<file path="src/rtl/if_stage.sv">
// Instruction fetch stage: drives one outstanding fetch to the memory
// controller, registers the fetched instruction and its PCs for IF/ID, and
// predicts the next PC.
// Optional feature macro: BTB_EN adds a direct-mapped branch target buffer.
// Without it the predicted PC is always pc+4 and the btb_* inputs are ignored.

`ifndef AddrLen
`define AddrLen 32
`endif
`ifndef InstLen
`define InstLen 32
`endif
`ifndef PipelineDepth
`define PipelineDepth 5
`endif
`ifndef FlushInst
`define FlushInst 32'h0000_0013
`endif

module if_stage #(
  parameter int BTB_ENTRIES = 16
) (
  input  logic                      clk,
  input  logic                      rst,
  input  logic [`PipelineDepth-1:0] stall,
  input  logic                      flush,
  input  logic [`AddrLen-1:0]       flush_target,
  output logic                      mem_req,
  output logic [`AddrLen-1:0]       mem_addr,
  input  logic                      mem_ready,
  input  logic [`InstLen-1:0]       mem_rdata,
  output logic                      stall_req,
  output logic [`AddrLen-1:0]       if_pc,
  output logic [`AddrLen-1:0]       if_npc,
  output logic [`AddrLen-1:0]       if_prediction,
  output logic [`InstLen-1:0]       if_inst,
  input  logic                      btb_we,
  input  logic [`AddrLen-1:0]       btb_wpc,
  input  logic [`AddrLen-1:0]       btb_wtarget
);

  typedef enum logic [1:0] {IDLE, WAIT, DONE, DISCARD} state_e;

  state_e state_q, state_d;
  logic [`AddrLen-1:0] pc_q, pc_d;
  logic [`AddrLen-1:0] mem_addr_q, mem_addr_d;
  logic [`AddrLen-1:0] disc_target_q, disc_target_d;
  logic [`AddrLen-1:0] if_pc_q, if_pc_d;
  logic [`AddrLen-1:0] if_npc_q, if_npc_d;
  logic [`AddrLen-1:0] if_pred_q, if_pred_d;
  logic [`InstLen-1:0] if_inst_q, if_inst_d;
  logic [`AddrLen-1:0] pc_plus4;
  logic [`AddrLen-1:0] pred_pc;

  assign pc_plus4 = pc_q + `AddrLen'(4);

`ifdef BTB_EN
  localparam int IdxW = $clog2(BTB_ENTRIES);
  localparam int TagW = `AddrLen - IdxW - 2;

  logic [BTB_ENTRIES-1:0] btb_valid_q;
  logic [TagW-1:0]        btb_tag_q    [BTB_ENTRIES];
  logic [`AddrLen-1:0]    btb_target_q [BTB_ENTRIES];
  logic [IdxW-1:0]        rd_idx;
  logic [IdxW-1:0]        wr_idx;

  assign rd_idx = pc_q[IdxW+1:2];
  assign wr_idx = btb_wpc[IdxW+1:2];

  // Valid bits are the only BTB state that must be cleared by reset
  always_ff @(posedge clk or negedge rst) begin
    if (!rst) begin
      btb_valid_q <= '0;
    end else if (btb_we) begin
      btb_valid_q[wr_idx] <= 1'b1;
    end
  end

  // Tag/target storage; a same-cycle lookup sees the pre-write contents
  always_ff @(posedge clk) begin
    if (btb_we) begin
      btb_tag_q[wr_idx]    <= btb_wpc[`AddrLen-1:IdxW+2];
      btb_target_q[wr_idx] <= btb_wtarget;
    end
  end

  assign pred_pc = (btb_valid_q[rd_idx] && (btb_tag_q[rd_idx] == pc_q[`AddrLen-1:IdxW+2]))
                   ? btb_target_q[rd_idx] : pc_plus4;

  wire unused_btb = ^{btb_wpc[1:0], stall[`PipelineDepth-1:1]};
`else
  assign pred_pc = pc_plus4;

  wire unused_btb = ^{btb_we, btb_wpc, btb_wtarget, stall[`PipelineDepth-1:1], (BTB_ENTRIES == 0)};
`endif

  // Memory handshake is outstanding exactly while waiting or discarding
  assign mem_req       = (state_q == WAIT) || (state_q == DISCARD);
  assign stall_req     = mem_req;
  assign mem_addr      = mem_addr_q;
  assign if_pc         = if_pc_q;
  assign if_npc        = if_npc_q;
  assign if_prediction = if_pred_q;
  assign if_inst       = if_inst_q;

  // Next-state logic: fetch sequencing, redirects and the discard of stale data
  always_comb begin
    state_d       = state_q;
    pc_d          = pc_q;
    mem_addr_d    = mem_addr_q;
    disc_target_d = disc_target_q;
    if_pc_d       = if_pc_q;
    if_npc_d      = if_npc_q;
    if_pred_d     = if_pred_q;
    if_inst_d     = if_inst_q;
    unique case (state_q)
      IDLE, DONE: begin
        if (flush) begin
          pc_d      = flush_target;
          if_inst_d = `FlushInst;
          if_pc_d   = '0;
          if_npc_d  = '0;
          if_pred_d = '0;
          state_d   = IDLE;
        end else if (!stall[0]) begin
          if (state_q == IDLE) begin
            mem_addr_d = pc_q;
            state_d    = WAIT;
          end else begin
            state_d = IDLE;
          end
        end
      end
      WAIT: begin
        if (mem_ready && flush) begin
          pc_d      = flush_target;
          if_inst_d = `FlushInst;
          if_pc_d   = '0;
          if_npc_d  = '0;
          if_pred_d = '0;
          state_d   = IDLE;
        end else if (mem_ready) begin
          if_inst_d = mem_rdata;
          if_pc_d   = pc_q;
          if_npc_d  = pc_plus4;
          if_pred_d = pred_pc;
          pc_d      = pred_pc;
          state_d   = DONE;
        end else if (flush) begin
          disc_target_d = flush_target;
          state_d       = DISCARD;
        end
      end
      DISCARD: begin
        if (mem_ready) begin
          pc_d    = flush ? flush_target : disc_target_q;
          state_d = IDLE;
        end else if (flush) begin
          disc_target_d = flush_target;
        end
      end
      default: state_d = IDLE;
    endcase
  end

  // Stage registers with asynchronous active-low clear
  always_ff @(posedge clk or negedge rst) begin
    if (!rst) begin
      state_q       <= IDLE;
      pc_q          <= '0;
      mem_addr_q    <= '0;
      disc_target_q <= '0;
      if_pc_q       <= '0;
      if_npc_q      <= '0;
      if_pred_q     <= '0;
      if_inst_q     <= '0;
    end else begin
      state_q       <= state_d;
      pc_q          <= pc_d;
      mem_addr_q    <= mem_addr_d;
      disc_target_q <= disc_target_d;
      if_pc_q       <= if_pc_d;
      if_npc_q      <= if_npc_d;
      if_pred_q     <= if_pred_d;
      if_inst_q     <= if_inst_d;
    end
  end

endmodule

</file>
<file path="config.mk">
export PLATFORM = sky130hd
export DESIGN_NAME = if_stage
export DESIGN_NICKNAME = d
export VERILOG_FILES = /design/src/rtl/if_stage.sv
export SDC_FILE = /design/constraint.sdc
export NUM_CORES = 1
export LEC_CHECK = 0
export ABC_AREA = 0
export BUFFER_PORTS_ARGS = -buffer_cell sky130_fd_sc_hd__buf_4
export CAP_MARGIN = 30
export CORE_ASPECT_RATIO = 0.8
export CORE_MARGIN = 5
export CORE_UTILIZATION = 52
export CTS_BUF_LIST = sky130_fd_sc_hd__clkbuf_2
export DETAILED_ROUTE_END_ITERATION = 8
export GPL_TIMING_DRIVEN = 0
export PLACE_DENSITY = 0.81
export SYNTH_ARGS = -nofsm -noshare
export SYNTH_HDL_FRONTEND = slang
export SYNTH_SLANG_ARGS = --single-unit
</file>
<file path="constraint.sdc">
create_clock -name clk -period 2.5 [get_ports clk]
set_input_delay 0.5 -clock clk [delete_from_list [all_inputs] [get_ports clk]]
set_output_delay 0.5 -clock clk [all_outputs]
set_load 0.005 [all_outputs]
</file>
---- After elaboration in Yosys (flattened, before gate mapping) ----
Cells that the tools add are included.
word-level totals
  memories kept ........................... 0
  flip-flop bits (word level) ............. 194
  output and inout bits ................... 162
  latch bits .............................. 0
  bits in writable memories ............... 0
  logic and storage cells ................. 57
  bits of input ports ..................... 138
  memory bits (read-only) ................. 0
cells by class
  mux-type cells .......................... 27
  divide/modulo/power cells ............... 0
  bitwise gates (word level) .............. 2
  shift-type cells ........................ 0
  magnitude comparators ................... 0
  equal/unequal tests ..................... 9
  multipliers ............................. 0
  reductions and logical operators ........ 11
  add/sub/neg operators ................... 1
operators by type and width
  operator                 count
  $mux W32                 14
  $pmux W32 S2             4
  $pmux W32 S3             1
  $add A32 B3 Y32 const B  1
  $mux W2                  6
  $reduce_and A3 Y1        3
  $ne A2 B2 Y1 const B     3
  $pmux W2 S3              1
  $eq A2 B2 Y1 const B     2
  $ne A4 B3 Y1 const B     1
  $reduce_and A4 Y1        1
  $reduce_bool A2 Y1       2
  $ne A3 B2 Y1 const B     1
  $ne A3 B3 Y1 const B     1
  $eq A2 B1 Y1 const B     1
  $logic_not A2 Y1         1
  $not A1 Y1               2
  $reduce_and A2 Y1        1
  $reduce_or A2 Y1         1
  $logic_and A1 B1 Y1      1
  $logic_or A1 B1 Y1       1
  $mux W1                  1

---- Depth between registers and ports, before layout ----
  word-level depth ........................ 5
  mapped depth ............................ 7
  gate-level depth less buffers ........... 6

---- Least setup slack after synthesis ----
No wires, ideal clock.
  path type ............................... reg-to-reg
  from .................................... reg pc_q[2]
  to ...................................... reg pc_q[28]
  cell stages (with the launch flop) ...... 7
  library setup time ...................... 0.126 ns
  data required time ...................... 2.374 ns
  path buffers ............................ 0
  path slack .............................. 0.325 ns
  data arrival time ....................... 2.048 ns
  cells stage by stage .................... dfrtp_1 ha_1 nand4_1 or4_4 nor3_2 xor2_1 a221o_2
between the ends
  longest elaborated chain between the ends .. 4
ends and longest elaborated chain
  item                      line  text
  start: declaration        45    logic [`AddrLen-1:0] pc_q, pc_d;
  start signal: assignment  179   pc_q <= pc_d;
  $add A32 B3 Y32           55    assign pc_plus4 = pc_q + `AddrLen'(4);
  $mux W32                  142   end else if (mem_ready) begin
  $mux W32                  135   if (mem_ready && flush) begin
  $pmux W32 S3              116   unique case (state_q)
No other way between the ends. The select of a mux whose other input is x is not followed.
A chain may end at the register's enable or synchronous reset.

---- Worst setup path in the final report ----
  from .................................... reg state_q[0]
  to ...................................... reg mem_addr_q[16] (netlist: mem_addr[16])
between the ends
  longest elaborated chain between the ends .. 3
  elaborated cells between the ends (all ways) .. 4
ends and longest elaborated chain
  item                                                     line      text
  start: declaration                                       44        state_e state_q, state_d;
  start signal: assignment                                 178       state_q <= state_d;
  $eq A2 B2 Y1 / $logic_not A2 Y1 (equally long branches)  116, 126
  $reduce_or A2 Y1                                         116
  $reduce_and A4 Y1 (no line) *                            n/a
  end signal: assignment                                   180       mem_addr_q <= mem_addr_d;
  end: declaration                                         46        logic [`AddrLen-1:0] mem_addr_q, mem_addr_d;
Every way passes the cells marked *; elsewhere a longest branch is shown, timed or not.

==> results.toml <==
[run_status]
run_status = "finished, final reports clean"

[synthesis]
yosysSeqAreaShare_pct = 56.2
netlist-cell-type-count = 50
netlist.area_leader.share_pct = 56.2
post_synth_inst_count = 749
postSynth.asyncResetShare_pct = 100
synth_warnings = 0
synth.cell_area_sq_um = 8550
ys_dominant_reg_cell = "dfrtp_1"
synth_largest_area_cell = "dfrtp_1"
synth.ff_latch_count = 192
synth_edf_count = 0
synth_fp_nets = 888
synth_area_leaders = "dfrtp_1, mux2_2, a22o_1"
postSynthAreaPerCell_sq_um = 11.4

[power_and_ir_drop]
max-vdd-ir-drop_v = 0.000605
pwr_density_cell_nw_per_um2 = 795
p_leak_nw = 5.48

[route]
drtIter0Drc = 600
drt-total-wl_mm = 25.5
detail_route.wl_per_cell_microns = 19.6
detailroute.wirelength.met3_mm = 2.41
met2WireLength_mm = 11.9
firstDrtPassIters = 7
ant_nets = 0
num_vias = 7352
remaining_drc_errors = 0
detail_route.vias_per_cell = 5.66
top_signal_layer_used = "met4"
detail_route.wirelength.met1_mm = 10.7

[timing]
post-route-period-util_pct = 97.0
fmax_mhz = 412
timing.final.hold_violations = 0
setup_viol = 0
maxSlewHeadroom_pct = 33.2
unrepaired_setup_endpoints_after_global_routing = "false"
slew_viol_final = 0
final.min_clock_period_ps = 2430
tightest_slew_ps = 993
hold_slack_ps = 112
timing.clock.skew_ps = 43.3

[placement]
place.detailed.hpwl_mm = 17.8
numPlacedInstances = 1201
routabilityCongestion = 0.887
port_buffers = 230

[worst_setup_path]
endpoint = "mem_addr[16]"
worst_setup_path_startpoint = "state_q[0]"
timing.rr.end = "mem_addr[16]"
cp-start-kind = "register"
timing.reg2reg.worst_path_depth = 4
critical_path.endpoint_type = "register"
crit_fanout = 10
startpoint_of_the_worst_slack_reg_to_reg_timing_path = "state_q[0]"
worstSetupPathType = "register to register"
critical_path_arrival_ps = 3090
critPathRequiredTime_ps = 3160
timing.reg2reg.setup_slack_ps = 70

[global_route]
global_route_wire_length_before_repair_mm = 40.8
number_of_antenna_violations_at_the_first_check_in_global_routing = 0
global_route.usage.total_pct = 26.7
grt_overflow_total = 0
grt_start_max_net_pins = 70
grt_pass1_vias = 7378

[floorplanning]
core_region_area_sq_um = 16300
floorplan.die.height_microns = 125
dieArea_sq_um = 19100
pin_count = 300
die_x_microns = 153
floorplan.rows = 42
initial_utilization_pct = 52.3

[clocking]
cts_num_sinks = 192
numCtsBuffers = 17
cts_root_buffer = "clkbuf_2"
clk_latency_worst_skew_pair_ps = 780
cts_tree = "done"
path_clk_slew_ps = 270
h-tree-depth = 4
clockBufferDepth = 2

[cells_and_area]
final_core_util_pct = 70.8
nNetsFinal = 1206
antennaDiodeCount = 0
count_of_non_filler_cells_in_the_finished_layout = 1300
area_growth_syn_to_layout_pct = 35.4
final_layout_size_suffix_gt1_share_pct = 36.5

[job]
max_cap_violations = 0

[min_path]
hold_path_class = "primary input to register"
layer usage:
layer  GRT usage (%)  vias up
met1            37.3     3653
met4            7.27        0
met2            41.0      360
li1                -     3298
met5               0        -
met3            8.16       41
placed cells by master, fill, tap and decap left out, types with 12 or more instances in the layout:
cell type	n
a21oi_1	20
a22o_1	60
buf_2	12
buf_4	266
clkbuf_1	30
clkbuf_2	22
dfrtp_1	190
dlygate4sd3_1	65
inv_1	12
mux2_2	64
nand2_1	94
nand3_1	16
nor2_1	20
o21ai_0	45
o2bb2ai_1	15
xnor2_1	19
logic make-up after synthesis:
logic type,count (synthesis),synth area share (%)
and+or+nand+nor,180,10.2
adders and majority gates,1,0.146
muxes,65,8.55
xor gates and xnor gates,26,2.66
buffers and inverters,100,6.13
AOI/OAI and AO/OA,185,16.1
DFF,192,56.2
flip-flops by register name, summed over array words and instances, names as in the netlist:
register / count
disc_target_q: 32
if_inst: 32
if_pc: 32
mem_addr: 32
pc_q: 32
if_prediction: 30
state_q: 2
timing repair:
action                                  CTS  global route
pin swaps                                 1             1
hold buffers                             65             0
hold endpoints to repair                134             0
endpoints found under the setup margin   35            34
resized for setup                         4            11
buffers inserted                          2             0
where the power goes:
part / total (W) / internal (W) / switching, W / leakage (nW)
clock: 0.00168 / 0.000569 / 0.00111 / 0.145
combinational: 0.00305 / 0.00170 / 0.00135 / 2.91
sequential: 0.00448 / 0.00389 / 0.000594 / 2.42
critical path, stage by stage, from the launching register on:
cell,delay [ps]
dfrtp_1,460
clkbuf_4,210
nor4_2,860
buf_2,440
mux2_2,370
worst min path at each step:
stage | from | endpoint | slack (ps) | depth (start not counted)
2_1_floorplan | rst | disc_target_q[0] | 200 | 0
3_3_place_gp | if_inst[31] | if_inst[31] | 450 | 2
3_5_place_dp | rst | mem_addr[7] | 470 | 1
4_1_cts | stall[0] | state_q[1] | 70 | 4
5_1_grt | stall[0] | state_q[1] | 50 | 4
6_report | stall[0] | state_q[1] | 110 | 4
cell usage after synthesis (6+ instances only):
| cell | number |
|---|---|
| buf_2 | 13 |
| o2bb2a_1 | 11 |
| xor2_1 | 7 |
| inv_1 | 12 |
| and3_1 | 6 |
| nand2_1 | 95 |
| clkbuf_1 | 34 |
| o21ai_0 | 45 |
| nand3_1 | 16 |
| dfrtp_1 | 192 |
| a21oi_1 | 20 |
| nand4_1 | 8 |
| xnor2_1 | 19 |
| a22o_1 | 60 |
| buf_4 | 35 |
| o2bb2ai_1 | 15 |
| nor3_1 | 7 |
| mux2_2 | 64 |
| nor2_1 | 21 |
stage by stage:
stage / power (W) / setup slack (ps) / cell area, sq um / setup TNS (ps)
finish: 0.00921 / 74.0 / 11600 / 0
global route: 0.00973 / 8.80 / 11600 / 0
CTS: 0.00920 / 8.49 / 11600 / 0
detailed placement: 0.00746 / -266 / 10600 / -11520
global placement: 0.00734 / -339 / 10600 / -72740
floorplan: 0.00588 / 325 / 8550 / 0
final cells by class:
| type | instances | area, sq um |
|---|---|---|
| fill | 1205 | 4770 |
| multi-input combinational | 457 | 3240 |
| timing repair buffer | 299 | 2450 |
| clock buffer | 17 | 85.1 |
| inverter | 12 | 45.0 |
| clock inverter | 15 | 183 |
| tap | 220 | 275 |
| buffer | 88 | 487 |
| sequential | 192 | 4810 |
Note: power is estimated with default switching activity, not from simulation.
